==> config.mk <==
export PLATFORM = sky130hd
export DESIGN_NAME = adc_responder
export DESIGN_NICKNAME = d
export VERILOG_FILES = /design/src/rtl/adc_responder.sv
export SDC_FILE = /design/constraint.sdc
export NUM_CORES = 1
export LEC_CHECK = 0
export BUFFER_PORTS_ARGS = -buffer_cell sky130_fd_sc_hd__buf_4
export CAP_MARGIN = 20
export CORE_UTILIZATION = 35
export DETAILED_ROUTE_END_ITERATION = 10
export GPL_TIMING_DRIVEN = 0
export PLACE_DENSITY = 0.61
export SETUP_SLACK_MARGIN = 0.1
export SYNTH_ARGS = -nofsm -noshare
export SYNTH_HDL_FRONTEND = slang
export SYNTH_SLANG_ARGS = --single-unit
export TNS_END_PERCENT = 1
==> constraint.sdc <==
create_clock -name clk_clk -period 2 [get_ports clk_clk]
set_input_delay 0.4 -clock clk_clk [delete_from_list [all_inputs] [get_ports clk_clk]]
set_output_delay 0.4 -clock clk_clk [all_outputs]
set_load 0.02 [all_outputs]
==> src/rtl/adc_responder.sv <==
// ADC-side responder: synchronizes the controller's serial interface,
// captures a sample on conversion start, models the conversion time,
// then shifts the 12-bit result out MSB first while collecting a 6-bit
// configuration word from adc_sdi.
//
// state   | meaning
// --------+--------------------------------------------------------------
// IDLE    | waiting for an adc_convst rise; adc_sdo held low
// CONVERT | conversion timer running; busy high; serial clock ignored
// SHIFT   | result shifted out on adc_clk falls, config bits in on rises
module adc_responder #(
    parameter int SYNC_STAGES = 2,
    parameter int CONV_CYCLES = 80
) (
    input  logic        clk_clk,
    input  logic        reset_reset_n,
    input  logic        adc_clk,
    input  logic        adc_convst,
    input  logic        adc_sdi,
    output logic        adc_sdo,
    input  logic [11:0] sample_data,
    output logic [2:0]  ch_sel,
    output logic [5:0]  cfg_word,
    output logic        cfg_valid,
    output logic        conv_strobe,
    output logic        busy
);

    localparam int CNT_W = (CONV_CYCLES > 1) ? $clog2(CONV_CYCLES) : 1;
    localparam logic [CNT_W-1:0] CNT_LOAD = CNT_W'(CONV_CYCLES - 1);

    typedef enum logic [1:0] {
        IDLE    = 2'd0,
        CONVERT = 2'd1,
        SHIFT   = 2'd2
    } state_t;

    logic [SYNC_STAGES-1:0] sclk_q, sclk_d;
    logic [SYNC_STAGES-1:0] scs_q, scs_d;
    logic [SYNC_STAGES-1:0] ssdi_q, ssdi_d;
    logic [SYNC_STAGES-1:0] vld_q, vld_d;
    logic                   clk_prev_q, clk_prev_d;
    logic                   cs_prev_q, cs_prev_d;
    logic                   cs_armed_q, cs_armed_d;

    logic clk_sync, cs_sync, sdi_sync;
    logic clk_rise, clk_fall, cs_rise;

    state_t           state_q, state_d;
    logic [CNT_W-1:0] cnt_q, cnt_d;
    logic [11:0]      conv_q, conv_d;
    logic [3:0]       idx_q, idx_d;
    logic [2:0]       cfg_cnt_q, cfg_cnt_d;
    logic [5:0]       cfg_sr_q, cfg_sr_d;
    logic             cfg_pend_q, cfg_pend_d;
    logic [5:0]       cfg_word_q, cfg_word_d;
    logic             cfg_valid_q, cfg_valid_d;
    logic             strobe_q, strobe_d;
    logic             sdo_q, sdo_d;

    assign clk_sync = sclk_q[SYNC_STAGES-1];
    assign cs_sync  = scs_q[SYNC_STAGES-1];
    assign sdi_sync = ssdi_q[SYNC_STAGES-1];

    // vld_q marks when the chains hold real pin samples; cs_armed_q then
    // requires a synchronized low on adc_convst before any rise counts, so
    // a level held high across reset never starts a conversion.
    assign clk_rise = clk_sync & ~clk_prev_q;
    assign clk_fall = ~clk_sync & clk_prev_q;
    assign cs_rise  = cs_sync & ~cs_prev_q & cs_armed_q;

    // Next values of the synchronizer chains and edge-detect registers
    always_comb begin
        sclk_d     = {sclk_q[SYNC_STAGES-2:0], adc_clk};
        scs_d      = {scs_q[SYNC_STAGES-2:0], adc_convst};
        ssdi_d     = {ssdi_q[SYNC_STAGES-2:0], adc_sdi};
        vld_d      = {vld_q[SYNC_STAGES-2:0], 1'b1};
        clk_prev_d = clk_sync;
        cs_prev_d  = cs_sync;
        cs_armed_d = cs_armed_q | (vld_q[SYNC_STAGES-1] & ~cs_sync);
    end

    // Synchronizer and edge-detect registers
    always_ff @(posedge clk_clk or negedge reset_reset_n) begin
        if (!reset_reset_n) begin
            sclk_q     <= '0;
            scs_q      <= '0;
            ssdi_q     <= '0;
            vld_q      <= '0;
            clk_prev_q <= 1'b0;
            cs_prev_q  <= 1'b0;
            cs_armed_q <= 1'b0;
        end else begin
            sclk_q     <= sclk_d;
            scs_q      <= scs_d;
            ssdi_q     <= ssdi_d;
            vld_q      <= vld_d;
            clk_prev_q <= clk_prev_d;
            cs_prev_q  <= cs_prev_d;
            cs_armed_q <= cs_armed_d;
        end
    end

    // Next-state and datapath logic; a convst rise outranks serial clock
    // edges, and rise/fall are handled exclusively
    always_comb begin
        state_d     = state_q;
        cnt_d       = cnt_q;
        conv_d      = conv_q;
        idx_d       = idx_q;
        cfg_cnt_d   = cfg_cnt_q;
        cfg_sr_d    = cfg_sr_q;
        cfg_pend_d  = 1'b0;
        cfg_valid_d = cfg_pend_q;
        cfg_word_d  = cfg_pend_q ? cfg_sr_q : cfg_word_q;
        strobe_d    = 1'b0;
        sdo_d       = sdo_q;

        case (state_q)
            IDLE: begin
                sdo_d = 1'b0;
                if (cs_rise) begin
                    state_d  = CONVERT;
                    conv_d   = sample_data;
                    strobe_d = 1'b1;
                    cnt_d    = CNT_LOAD;
                end
            end
            CONVERT: begin
                if (cnt_q == '0) begin
                    state_d   = SHIFT;
                    sdo_d     = conv_q[11];
                    idx_d     = 4'd11;
                    cfg_cnt_d = 3'd0;
                end else begin
                    cnt_d = cnt_q - CNT_W'(1);
                end
            end
            SHIFT: begin
                if (cs_rise) begin
                    state_d  = CONVERT;
                    conv_d   = sample_data;
                    strobe_d = 1'b1;
                    cnt_d    = CNT_LOAD;
                    sdo_d    = 1'b0;
                end else if (clk_rise) begin
                    if (cfg_cnt_q < 3'd6) begin
                        cfg_sr_d   = {cfg_sr_q[4:0], sdi_sync};
                        cfg_cnt_d  = cfg_cnt_q + 3'd1;
                        cfg_pend_d = (cfg_cnt_q == 3'd5);
                    end
                end else if (clk_fall) begin
                    if (idx_q != 4'd0) begin
                        idx_d = idx_q - 4'd1;
                        sdo_d = conv_q[idx_q - 4'd1];
                    end else begin
                        state_d = IDLE;
                        sdo_d   = 1'b0;
                    end
                end
            end
            default: begin
                state_d = IDLE;
                sdo_d   = 1'b0;
            end
        endcase
    end

    // FSM state and datapath registers
    always_ff @(posedge clk_clk or negedge reset_reset_n) begin
        if (!reset_reset_n) begin
            state_q     <= IDLE;
            cnt_q       <= '0;
            conv_q      <= '0;
            idx_q       <= '0;
            cfg_cnt_q   <= '0;
            cfg_sr_q    <= '0;
            cfg_pend_q  <= 1'b0;
            cfg_word_q  <= '0;
            cfg_valid_q <= 1'b0;
            strobe_q    <= 1'b0;
            sdo_q       <= 1'b0;
        end else begin
            state_q     <= state_d;
            cnt_q       <= cnt_d;
            conv_q      <= conv_d;
            idx_q       <= idx_d;
            cfg_cnt_q   <= cfg_cnt_d;
            cfg_sr_q    <= cfg_sr_d;
            cfg_pend_q  <= cfg_pend_d;
            cfg_word_q  <= cfg_word_d;
            cfg_valid_q <= cfg_valid_d;
            strobe_q    <= strobe_d;
            sdo_q       <= sdo_d;
        end
    end

    assign adc_sdo     = sdo_q;
    assign busy        = (state_q == CONVERT);
    assign cfg_word    = cfg_word_q;
    assign ch_sel      = cfg_word_q[4:2];
    assign cfg_valid   = cfg_valid_q;
    assign conv_strobe = strobe_q;

endmodule

==> flow_summary.ini <==
[run_status]
outcome = completed

[placed_design]
hpwl_mm = 2.95
gp_congestion = 0.741
place_area_mm2 = 0.00287
portBuffers = 29
dp_slack_ns = -0.0818

[floorplanning]
die_area_mm2 = 0.00756
core-area_mm2 = 0.00687
placementRows = 30
die_x_um = 87.0
io_pins = 30
dieHeight_um = 87.0
start_util_pct = 36.8

[clock_tree]
clock_sinks = 55
cts_buffers = 5
path_clk_slew_ns = 0.10
clock-root-buffer = clkbuf_8
htreeDepth = 2
clockBufferDepth = 2
cts_tree = yes
clk_latency_ns = 0.31

[detailed_routing]
vias = 1644
wl_per_cell_um = 12.4
drt_iter0_drc = 40
routed_wl_mm = 4.31
ant_nets = 0
first_pass_iters = 4
drc_errors = 0
drt-vias-per-instance = 4.75

[sta]
setup_slack_ns = 0.125
setup_violations = 0
finalSetupTns_ns = 0
post-route-min-period_ns = 1.87
worst_pin_slew_ns = 0.686
hold_violations = 0
finalCritPeriodShare_pct = 93.7
slew_violations = 0
relSlewSlack_pct = 54.2
clock.fmax_ghz = 0.533
finalClockSkew_ns = 0.0102
rsz0062_at_grt = true

[critical_path]
crit_family = compound AO/OA/AOI/OAI gates
max_stage_delay_ns = 0.43
worstPathRequired_ns = 2.19
critPathKind = reg2reg
critPathLaunchType = flop
crit_chain = inv_2, ha_4, nor3b_4, and2_4, a211o_4, o41ai_4, o21ai_1
worstPathArrival_ns = 2.06
worst-path-max-fanout = 5
path_buf_inv = 1
cp_slowest_cell = dfrtp_1
end_kind = flop

[pwr]
p_comb_share_pct = 38.7
swShare_pct = 33.4
power_switching_mw = 1.28
p_seq_share_pct = 41.5
pwr-share-clk_pct = 19.8
internal_power_mw = 2.55
powerDensity_mw_per_mm2 = 1210
ir_drop_uv = 512
leakage_nw = 1.49

[synthesis]
synthesis.area_mm2 = 0.00253
syn_area_per_cell_um2 = 12.5
ys_seq_area_share_pct = 54.5
yosysTopAreaCellShare_pct = 54.5
yosys-top-cells-area = dfrtp_1 (54%), mux2_1 (11%), ha_1 (5.0%), o21ai_1 (2.2%), mux4_1 (2.1%)
syn-instance-count = 203
synth_fp_nets = 230
ys_ff_latch = 55
synth_warnings = 0
yosys.area.top_type = dfrtp_1
synth_cell_types = 51

[global_routing]
overflow = 0
grt_pass1_wl_mm = 7.48
first_global_vias = 1679
antenna_found_initial = 0
grt_usage_pct = 12.7
grt_max_degree = 56

[layout]
layout-drive-gt1-share_pct = 30.8
final_cell_mix = dfrtp_1 (54), buf_4 (43), mux2_1 (24), nand2_1 (12), o21ai_1 (11)
synthToLayoutAreaGrowth_pct = 25.2
fin_area_mm2 = 0.00316
final_util_pct = 46.1
nFillCells = 655
final_common_cell = dfrtp_1
antenna_cells = 0
fin_nets = 276

[flow_run]
drv_cap = 0

[hold_path]
hp-class = in2async
-- power groups by stage --
| stage | sequential [mW] | combinational (mW) | clock [mW] |
|---|---|---|---|
| detailed placement | 1.59 | 1.23 | 0 |
| finish | 1.59 | 1.48 | 0.756 |
| global placement | 1.58 | 1.22 | 0 |
| CTS | 1.57 | 1.28 | 0.789 |
| global route | 1.63 | 1.66 | 0.830 |
| floorplan | 1.53 | 0.964 | 0 |
-- stage by stage --
step	hold WS (ns)	total power [mW]	instances
2_1_floorplan	0.104	2.50	203
3_3_place_gp	0.333	2.79	328
3_5_place_dp	0.335	2.82	328
4_1_cts	0.148	3.63	338
5_1_grt	0.182	4.12	346
6_report	0.137	3.83	346
-- area by class of cell --
cell class	instances	area [um^2]	area share, %
Inverter	12	45.0	1.42
Clock buffer	6	82.6	2.61
Multi-Input combinational cell	128	1150	36.5
Buffer	8	57.6	1.82
Clock inverter	2	35.0	1.11
Tap cell	96	120	3.80
Sequential cell	55	1380	43.5
Timing Repair Buffer	39	293	9.25
-- per-layer routing --
metal  track usage (%)  vias up  routed length [um]
met2              21.5       27                2030
met5                 0        -                   0
met1              15.6      806                2040
met4              5.15        0                  70
li1                  -      803                   -
met3              3.22        8                 163
-- worst reg2reg max path, cell delays in order, from the launching register on --
cell and delay, ns:
dfrtp_1 0.43, inv_2 0.08, ha_4 0.16, nor3b_4 0.15
and2_4 0.18, a211o_4 0.35, o41ai_4 0.31, o21ai_1 0.10
-- sequential cells by signal, summed over array words and instances (netlist names) --
register / cells
conv_q: 12
cnt_q: 7
cfg_sr_q: 6
cfg_word: 6
idx_q: 4
cfg_cnt_q: 3
sclk_q: 2
scs_q: 2
ssdi_q: 2
state_q: 2
vld_q: 2
adc_sdo: 1
cfg_pend_q: 1
cfg_valid: 1
clk_prev_q: 1
conv_strobe: 1
cs_armed_q: 1
cs_prev_q: 1
-- synthesized netlist by cell type (all sizes together) --
library cell	count
a211o	1
a211oi	1
a21o	6
a21oi	5
a22o	2
a22oi	1
a31oi	1
and2	2
and2b	1
buf	7
clkbuf	1
conb	1
dfrtp	55
ha	10
inv	12
mux2	24
mux2i	3
mux4	3
nand2	12
nand2b	2
nand3	2
nand3b	2
nand4	2
nor2	6
nor2b	3
nor3	5
nor3b	2
nor4	1
nor4b	1
o2111a	1
o211ai	1
o21a	2
o21ai	13
o21bai	1
o22a	1
o22ai	1
o2bb2ai	1
o31ai	2
o41ai	1
or2	1
or3	1
or3b	1
xnor2	1
xor2	1
-- cells by family (layout without fill, tap and decap cells) --
logic type	count (synthesis)	count (layout)	synth area share, %
xor+xnor	2	2	0.990
flops	55	55	54.5
other cells	1	1	0.148
fa+ha+maj	10	10	4.95
mux	30	30	14.9
compound gates	41	41	11.2
buf+inv	20	67	3.96
simple gates	44	44	9.41
-- path summary, 6_finish.rpt --
path	start	end	slack [ns]	cells past startpoint
worst max-delay path	cnt_q[0]	cnt_q[3]	0.13	7
worst min-delay path	reset_reset_n	idx_q[2]	0.14	1
worst max register to register	cnt_q[0]	cnt_q[3]	0.13	7
worst min register to register	ssdi_q[0]	ssdi_q[1]	0.35	0
max in group asynchronous	reset_reset_n	cnt_q[1]	1.38	1
min in group clk_clk	adc_convst	scs_q[0]	0.20	1
-- repair_timing --
| item | in CTS | in global routing |
|---|---|---|
| setup buffers | 2 | 8 |
| endpoints found under the setup margin | 22 | 27 |
| resized for setup | 1 | 22 |
| pin swaps | 1 | 4 |
| gates cloned | 0 | 0 |
| hold buffers | 0 | 0 |
(Power assumes the default switching activity.)
